--- src/rtl/booth_sdiv.sv ---
// booth_sdiv: sequential signed restoring divider, one quotient bit per clock, valid/ready on both sides.
// Optional BOOTH_SDIV_EARLY_EXIT_EN skips iteration for a zero divisor or |dividend| < |divisor|.
module booth_sdiv #(
  parameter int unsigned DW_N = 16,
  parameter int unsigned DW_D = 8
) (
  input  logic            clk,
  input  logic            rst,
  input  logic            in_valid,
  output logic            in_ready,
  input  logic [DW_N-1:0] dividend,
  input  logic [DW_D-1:0] divisor,
  output logic            out_valid,
  input  logic            out_ready,
  output logic [DW_N-1:0] quotient,
  output logic [DW_D-1:0] remainder,
  output logic            div_zero,
  output logic            ovf
);
  localparam int unsigned CntW = $clog2(DW_N);

  typedef enum logic [1:0] {StIdle, StCalc, StFix, StDone} state_e;

  state_e          r_state;
  logic            r_sign_q, r_sign_r, r_dz, r_ovf_c;
  logic [DW_N-1:0] r_nmag;
  logic [DW_D:0]   r_dmag, r_prem;
  logic [CntW-1:0] r_cnt;
  logic            r_in_ready, r_out_valid, r_div_zero, r_ovf;
  logic [DW_N-1:0] r_quot;
  logic [DW_D-1:0] r_rem;
`ifdef BOOTH_SDIV_EARLY_EXIT_EN
  logic            r_early;
  logic            w_skip;
`endif

  logic            w_accept;
  logic [DW_N-1:0] w_nmag;
  logic [DW_D:0]   w_dext, w_dmag, w_sub;
  logic [DW_D+1:0] w_shift;
  logic            w_ge, w_ovf_c;
  logic [DW_D-1:0] w_rmag;

  assign w_accept = in_valid & r_in_ready;
  assign w_nmag   = dividend[DW_N-1] ? -dividend : dividend;
  assign w_dext   = {divisor[DW_D-1], divisor};
  assign w_dmag   = w_dext[DW_D] ? -w_dext : w_dext;
  assign w_ovf_c  = (dividend == {1'b1, {(DW_N-1){1'b0}}}) & (&divisor);

  // The partial remainder stays below |divisor|, so the shifted value never loses its top bit.
  assign w_shift = {r_prem, r_nmag[DW_N-1]};
  assign w_ge    = w_shift >= {1'b0, r_dmag};
  assign w_sub   = w_shift[DW_D:0] - r_dmag;
  assign w_rmag  = r_prem[DW_D-1:0];

`ifdef BOOTH_SDIV_EARLY_EXIT_EN
  assign w_skip = ~|divisor | ((DW_N+1)'(w_nmag) < (DW_N+1)'(w_dmag));
`endif

  always_ff @(posedge clk or posedge rst) begin
    if (rst) begin
      r_state     <= StIdle;
      r_sign_q    <= 1'b0;
      r_sign_r    <= 1'b0;
      r_dz        <= 1'b0;
      r_ovf_c     <= 1'b0;
      r_nmag      <= '0;
      r_dmag      <= '0;
      r_prem      <= '0;
      r_cnt       <= '0;
      r_in_ready  <= 1'b1;
      r_out_valid <= 1'b0;
      r_div_zero  <= 1'b0;
      r_ovf       <= 1'b0;
      r_quot      <= '0;
      r_rem       <= '0;
`ifdef BOOTH_SDIV_EARLY_EXIT_EN
      r_early     <= 1'b0;
`endif
    end else begin
      case (r_state)
        StIdle: begin
          if (w_accept) begin
            r_sign_q   <= dividend[DW_N-1] ^ divisor[DW_D-1];
            r_sign_r   <= dividend[DW_N-1];
            r_dz       <= ~|divisor;
            r_ovf_c    <= w_ovf_c;
            r_dmag     <= w_dmag;
            r_in_ready <= 1'b0;
`ifdef BOOTH_SDIV_EARLY_EXIT_EN
            if (w_skip) begin
              r_nmag  <= '0;
              r_prem  <= (DW_D+1)'(w_nmag);
              r_early <= 1'b1;
              r_state <= StFix;
            end else begin
`else
            begin
`endif
              r_nmag  <= w_nmag;
              r_prem  <= '0;
              r_cnt   <= CntW'(DW_N - 1);
              r_state <= StCalc;
            end
          end
        end
        StCalc: begin
          r_nmag <= {r_nmag[DW_N-2:0], w_ge};
          r_prem <= w_ge ? w_sub : w_shift[DW_D:0];
          r_cnt  <= r_cnt - CntW'(1);
          if (r_cnt == '0) r_state <= StFix;
        end
        StFix: begin
`ifdef BOOTH_SDIV_EARLY_EXIT_EN
          // Bypassed operations spend one extra FIX cycle to keep a fixed two-cycle latency.
          if (r_early) begin
            r_early <= 1'b0;
          end else begin
`else
          begin
`endif
            if (r_dz) begin
              r_quot <= '1;
              r_rem  <= '0;
            end else begin
              r_quot <= r_sign_q ? -r_nmag : r_nmag;
              r_rem  <= r_sign_r ? -w_rmag : w_rmag;
            end
            r_div_zero  <= r_dz;
            r_ovf       <= r_ovf_c;
            r_out_valid <= 1'b1;
            r_state     <= StDone;
          end
        end
        StDone: begin
          if (out_ready) begin
            r_out_valid <= 1'b0;
            r_in_ready  <= 1'b1;
            r_state     <= StIdle;
          end
        end
        default: r_state <= StIdle;
      endcase
    end
  end

  assign in_ready  = r_in_ready;
  assign out_valid = r_out_valid;
  assign quotient  = r_quot;
  assign remainder = r_rem;
  assign div_zero  = r_div_zero;
  assign ovf       = r_ovf;
endmodule

--- config.mk ---
export PLATFORM = sky130hd
export DESIGN_NAME = booth_sdiv
export DESIGN_NICKNAME = d
export VERILOG_FILES = /design/src/rtl/booth_sdiv.sv
export SDC_FILE = /design/constraint.sdc
export NUM_CORES = 1
export LEC_CHECK = 0
export CORE_ASPECT_RATIO = 0.75
export CORE_MARGIN = 2
export CORE_UTILIZATION = 50
export DETAILED_ROUTE_END_ITERATION = 6
export GPL_TIMING_DRIVEN = 0
export PLACE_DENSITY = 0.76
export SLEW_MARGIN = 20
export SYNTH_ARGS = -nofsm -noshare
export SYNTH_HDL_FRONTEND = slang
export SYNTH_SLANG_ARGS = --single-unit
--- constraint.sdc ---
create_clock -name clk -period 2.7 [get_ports clk]
set_input_delay 0.405 -clock clk [delete_from_list [all_inputs] [get_ports clk]]
set_output_delay 0.405 -clock clk [all_outputs]
set_load 0.05 [all_outputs]
==> results of run 1 <==
==> timing repair <==
| action | CTS | global route |
|---|---|---|
| setup buffers | 5 | 0 |
| setup endpoints to repair | 11 | 28 |
| gates resized for setup | 6 | 14 |
| pin swaps | 4 | 2 |
==> synth_stat cells (all sizes together), types with 8 or more instances <==
cell / instances / area share
dfrtp: 71 / 0.41
nand2: 44 / 0.038
o21ai: 41 / 0.047
inv: 33 / 0.028
nor2: 28 / 0.024
xnor2: 26 / 0.052
clkbuf: 23 / 0.020
ha: 20 / 0.057
xor2: 18 / 0.036
a21oi: 17 / 0.020
a31oi: 15 / 0.022
o31ai: 15 / 0.026
nor3: 8 / 0.0092
==> layer usage <==
metal  vias to the layer above  share of wire  wire, um  GRT usage
li1                       1851              -         -          -
met1                      1870           0.49      5520      0.369
met2                       131           0.43      4780      0.362
met3                        16          0.065       725     0.0450
met4                         0          0.015       164     0.0718
met5                         -              0         0          0
==> stage by stage <==
stage	setup TNS (ps)	util	setup WS, ps	std cells	instance area [sq um]
2_1_floorplan	0	-	148	473	4360
3_3_place_gp	-50450	0.596	-690	635	5040
3_5_place_dp	-2950	0.599	-415	636	5070
4_1_cts	0	0.641	3.53	657	5420
5_1_grt	0	0.646	6.67	657	5460
6_report	0	0.646	119	657	5460
==> final cells by class <==
type	count	share of cell area
clock inverter	6	0.0119
multi-input combinational	343	0.438
clock buffer	10	0.0438
timing repair buffer	60	0.111
inverter	35	0.0245
buffer	23	0.0165
tap	108	0.0248
sequential	72	0.330
==> how the worst max path moves through the flow <==
stage | startpoint | end | cells after the start
2_1_floorplan | r_nmag[15] | r_prem[6] | 9
3_3_place_gp | rst | r_dmag[8] | 2
3_5_place_dp | dividend[6] | r_ovf_c | 6
4_1_cts | dividend[5] | r_ovf_c | 6
5_1_grt | r_prem[6] | r_prem[1] | 6
6_report | dividend[7] | r_ovf_c | 6
==> worst max-delay path, stage by stage <==
cell           delay, ps
dlygate4sd2_1        250
or4_4                530
or3_4                410
or4b_4               530
or4_1                550
o21ai_2              150
==> sequential cells by signal (all words and copies together) (netlist names), 2 cells and up <==
signal and count:
r_prem 9, remainder 8, quotient 16, r_cnt 4, r_state 2, r_nmag 16
r_dmag 9
==> logic make-up (layout without fill, tap and decap cells) <==
logic type | Yosys count | in the layout | share of synthesized area
compound gates | 140 | 140 | 0.215
flops | 72 | 72 | 0.413
mux | 10 | 10 | 0.0238
xor+xnor | 44 | 44 | 0.0884
buf+inv | 58 | 134 | 0.0499
fa+ha+maj | 21 | 21 | 0.0620
simple gates | 128 | 128 | 0.147
==> power breakdown <==
group	switching, uW	internal [uW]	total (uW)	leakage (uW)
combinational	83.0	69.2	152	0.00132
clock	465	743	1210	0.000149
sequential	1.18	1080	1080	0.000953
==> cells in the final DEF (no fill, tap or decap), types with 3 or more instances in the layout <==
| cell | n |
|---|---|
| a21oi_1 | 17 |
| a31oi_1 | 15 |
| a41oi_1 | 4 |
| and2_1 | 6 |
| buf_4 | 5 |
| clkbuf_1 | 20 |
| clkbuf_16 | 9 |
| clkbuf_2 | 3 |
| clkdlybuf4s50_1 | 50 |
| dfrtp_1 | 71 |
| dlygate4sd2_1 | 3 |
| ha_1 | 20 |
| inv_1 | 32 |
| mux2_2 | 3 |
| mux2i_1 | 7 |
| nand2_1 | 44 |
| nand2b_1 | 5 |
| nand3_1 | 3 |
| nand4_1 | 5 |
| nor2_1 | 27 |
| nor2b_1 | 4 |
| nor3_1 | 8 |
| nor4_1 | 3 |
| o21ai_0 | 39 |
| o22a_1 | 7 |
| o22ai_1 | 5 |
| o2bb2ai_1 | 7 |
| o31ai_1 | 15 |
| o41ai_1 | 7 |
| or3_1 | 4 |
| or4_1 | 5 |
| xnor2_1 | 26 |
| xor2_1 | 18 |
==> flow_metrics.env, run 1 <==
export IMPL_run_status="finished, final reports clean"
export IMPL_nFillCells=744
export IMPL_reg2reg_depth=6
export IMPL_synth_edf_count=0
export IMPL_critPathLaunchType="input pin"
export IMPL_grt_setup_unrepaired="false"
export IMPL_r2r_start="r_prem[6]"
export IMPL_peakVddDrop_mv=0.231
export IMPL_core_sq_um=8450
export IMPL_routed_via_count=3868
export IMPL_grt_pass1_wl_um=18500
export IMPL_setup_violations=0
export IMPL_p_leak_uw=0.00242
export IMPL_hold_viol_final=0
export IMPL_timing_hold_ws_ps=409
export IMPL_grt_usage=0.245
export IMPL_htree_levels=3
export IMPL_ctsHoldBuffers=0
export IMPL_regArea_sq_um=1800
export IMPL_avgViaCountPerCell=5.89
export IMPL_relSlewSlack=0.540
export IMPL_diodes=0
export IMPL_portBuffers=54
export IMPL_cts_tree="done"
export IMPL_drt_iter0_drc=364
export IMPL_fmax_mhz=387
export IMPL_drc_errors=0
export IMPL_rows=29
export IMPL_layout_worst_path_cycle_share=0.956
export IMPL_dp_hpwl_um=8300
export IMPL_grt_pass1_vias=3729
export IMPL_firstDrtPassIters=5
export IMPL_crit_type="in2reg"
export IMPL_synth_sequential_area_ratio=0.413
export IMPL_routedWlPerCell_um=17.0
export IMPL_synth_nets=522
export IMPL_synth_cells=473
export IMPL_cp_max_fo=2
export IMPL_min_path_type="in2async"
export IMPL_finClkSkew_ps=5.33
export IMPL_synth_area_sq_um=4360
export IMPL_maxSlewViolCount=0
export IMPL_cts_path_max_buffers=2
export IMPL_powerDensity_nw_per_um2=447
export IMPL_async_reset_ff_frac=1.00
export IMPL_synth_seq_cells=72
export IMPL_clock_latency_ps=330
export IMPL_synth_cell_type_count=57
export IMPL_required_ps=2950
export IMPL_r2r_end="r_prem[1]"
export IMPL_root_buffer="clkbuf_16"
export IMPL_die_area_sq_um=9490
export IMPL_synthFlopType="dfrtp_1"
export IMPL_power_uw=2440
export IMPL_ys_warn_count=0
export IMPL_die_h_um=84.9
export IMPL_clk_pin_slew_ps=60
export IMPL_antenna_found_initial=0
export IMPL_gp_congestion=0.895
export IMPL_start_util=0.516
export IMPL_end_kind="register"
export IMPL_finalNetCount=593
export IMPL_ioPinCount=56
export IMPL_multi_input_area_sq_um=2390
export IMPL_drive_above_1_share=0.0874
export IMPL_die_x_um=112
export IMPL_ant_nets=0
export IMPL_numCtsBuffers=9
export IMPL_clock_sinks=72
export IMPL_grt_max_degree=46
export IMPL_syn_to_final_growth_pct=25.2
export IMPL_arrival_ps=2830
export IMPL_overflow=0
export IMPL_wl_um=11200
export IMPL_period_needed_ps=2580
export IMPL_tightest_slew_ps=689
export IMPL_rrSetupSlack_ps=210
export IMPL_cap_violations=0
export IMPL_avgSynthCellArea_sq_um=9.22
(Power assumes the default switching activity.)
==> run 2, diff against run 1 <==
--- a/config.mk
+++ b/config.mk
@@ -10,6 +10,7 @@
 export CORE_UTILIZATION = 50
 export DETAILED_ROUTE_END_ITERATION = 6
 export GPL_TIMING_DRIVEN = 0
+export MAX_ROUTING_LAYER = met4
 export PLACE_DENSITY = 0.76
 export SLEW_MARGIN = 20
 export SYNTH_ARGS = -nofsm -noshare
==> run 2 against run 1 <==
Sequential share of layout area barely moved. Largest power group unchanged. Sequential power barely moved. Total power rose by 2.2%. Register-to-register slack got worse by 60 ps. Cell count did not move. Worst hold slack improved by 21 ps. Critical path depth did not move. Die area did not move.
==> flow_metrics.env, run 2 (same netlist as run 1, synthesis figures left out) <==
export IMPL_crit_chain="clkdlybuf4s50_1 -> or4_4 -> or3_4 -> or4b_4 -> or4_4 -> o21ai_2"
export IMPL_nFillCells=716
export IMPL_clock_latency_ps=330
export IMPL_required_ps=2970
export IMPL_routedWlPerCell_um=17.2
export IMPL_root_buffer="clkbuf_16"
export IMPL_rrSetupSlack_ps=150
export IMPL_finalNetCount=593
export IMPL_die_h_um=84.9
export IMPL_crit_type="in2reg"
export IMPL_grt_max_degree=41
export IMPL_antenna_found_initial=0
export IMPL_mostFrequentLayoutCell="dfrtp_1"
export IMPL_cpMaxStageDelayCell="or4b_4"
export IMPL_critPathLaunchType="input pin"
export IMPL_cp_slowest_stage_delay_ps=540
export IMPL_overflow=0
export IMPL_post_place_ws_ps=-376
export IMPL_firstDrtPassIters=5
export IMPL_r2r_end="r_prem[1]"
export IMPL_run_status="finished, final reports clean"
export IMPL_regArea_sq_um=1800
export IMPL_portBuffers=54
export IMPL_reg2reg_depth=9
export IMPL_wl_um=11300
export IMPL_min_path_type="in2async"
export IMPL_setup_violations=0
export IMPL_rows=29
export IMPL_r2r_start="r_nmag[15]"
export IMPL_core_sq_um=8450
export IMPL_startpoint="dividend[7]"
export IMPL_most_common_layout_cells="71 x dfrtp_1, 51 x clkdlybuf4s50_1, 44 x nand2_1, 39 x o21ai_0, 32 x inv_1"
export IMPL_finClkSkew_ps=5.79
export IMPL_peakVddDrop_mv=0.284
export IMPL_clk_pin_slew_ps=60
export IMPL_path_common_cell="or4_4"
export IMPL_gp_congestion=0.897
export IMPL_clock_sinks=72
export IMPL_crit_end="r_ovf_c"
export IMPL_avgViaCountPerCell=5.94
export IMPL_grt_usage=0.256
export IMPL_layout_worst_path_cycle_share=0.978
export IMPL_diodes=0
export IMPL_cp_max_fo=4
export IMPL_htree_levels=3
export IMPL_timing_hold_ws_ps=430
export IMPL_arrival_ps=2910
export IMPL_dp_hpwl_um=8480
export IMPL_end_kind="register"
export IMPL_routed_via_count=3904
export IMPL_power_uw=2500
export IMPL_period_needed_ps=2640
export IMPL_hold_viol_final=0
export IMPL_ioPinCount=56
export IMPL_multi_input_area_sq_um=2400
export IMPL_grt_pass1_wl_um=18700
export IMPL_drive_above_1_share=0.0801
export IMPL_tightest_slew_ps=668
export IMPL_die_area_sq_um=9490
export IMPL_drc_errors=0
export IMPL_ctsHoldBuffers=0
export IMPL_setup_tns_ps=0
export IMPL_fmax_mhz=379
export IMPL_drt_iter0_drc=398
export IMPL_cts_path_max_buffers=2
export IMPL_grt_pass1_vias=3648
export IMPL_syn_to_final_growth_pct=25.3
export IMPL_numCtsBuffers=9
export IMPL_ant_nets=0
export IMPL_cap_violations=0
export IMPL_p_leak_uw=0.00242
export IMPL_setup_ws_ps=60.2
export IMPL_die_x_um=112
export IMPL_start_util=0.516
export IMPL_maxSlewViolCount=0
export IMPL_relSlewSlack=0.555
export IMPL_cts_tree="done"
export IMPL_powerDensity_nw_per_um2=457
-- run 2: report_power, final --
| group | switching, uW | internal, uW |
|---|---|---|
| sequential | 1.00 | 1080 |
| clock | 451 | 811 |
| combinational | 84.5 | 68.2 |
| total | 536 | 1960 |
-- run 2: per-layer routing --
metal / vias to the layer above / GRT usage / routed length [um]
li1: 1867 / - / -
met1: 1860 / 0.375 / 5370
met2: 156 / 0.365 / 4890
met3: 21 / 0.0514 / 861
met4: 0 / 0.0673 / 175
met5: - / - / 0
-- run 2: worst min path at each step --
stage / to / depth (start not counted)
6_report: remainder[5] / 2
5_1_grt: remainder[5] / 2
3_5_place_dp: r_dmag[4] / 2
4_1_cts: remainder[5] / 2
2_1_floorplan: r_dmag[1] / 2
3_3_place_gp: out_valid / 2
-- run 2: through the flow --
| stage | instance area, sq um | utilization | std cells |
|---|---|---|---|
| 2_1_floorplan | 4360 | - | 473 |
| 3_3_place_gp | 5040 | 0.596 | 635 |
| 3_5_place_dp | 5060 | 0.598 | 636 |
| 4_1_cts | 5400 | 0.638 | 652 |
| 5_1_grt | 5470 | 0.646 | 657 |
| 6_report | 5470 | 0.646 | 657 |
-- run 2: timing repair --
action / CTS / global route
hold endpoints to repair: 0 / 0
pin swaps: 0 / 4
gates resized for setup: 7 / 10
setup endpoints to repair: 11 / 23
cloned: 0 / 1
buffers inserted: 0 / 4
-- run 2: layout make-up --
class | count | share of cell area
Clock buffer | 11 | 0.0426
Multi-Input combinational cell | 344 | 0.439
Inverter | 35 | 0.0245
Clock inverter | 5 | 0.0151
Sequential cell | 72 | 0.330
Buffer | 23 | 0.0163
Timing Repair Buffer | 59 | 0.108
Tap cell | 108 | 0.0247
-- run 2: critical path, delay by kind of cell --
family	cells	cell delay [ps]
AND/OR/NAND/NOR	4	1940
buffers and inverters	1	440
AO/OA/AOI/OAI	1	110
==> run 3, diff against run 2 <==
--- a/config.mk
+++ b/config.mk
@@ -10,7 +10,6 @@
 export CORE_UTILIZATION = 50
 export DETAILED_ROUTE_END_ITERATION = 6
 export GPL_TIMING_DRIVEN = 0
-export MAX_ROUTING_LAYER = met4
 export PLACE_DENSITY = 0.76
 export SLEW_MARGIN = 20
 export SYNTH_ARGS = -nofsm -noshare
==> constraint.sdc (replaced) <==
create_clock -name clk -period 2.7 [get_ports clk]
set_input_delay 0.405 -clock clk [delete_from_list [all_inputs] [get_ports clk]]
set_output_delay 0.405 -clock clk [all_outputs]
set_load 0.02 [all_outputs]
==> results of run 3 <==
No change in the layout: final DEF, timing and power equal those of run 1.
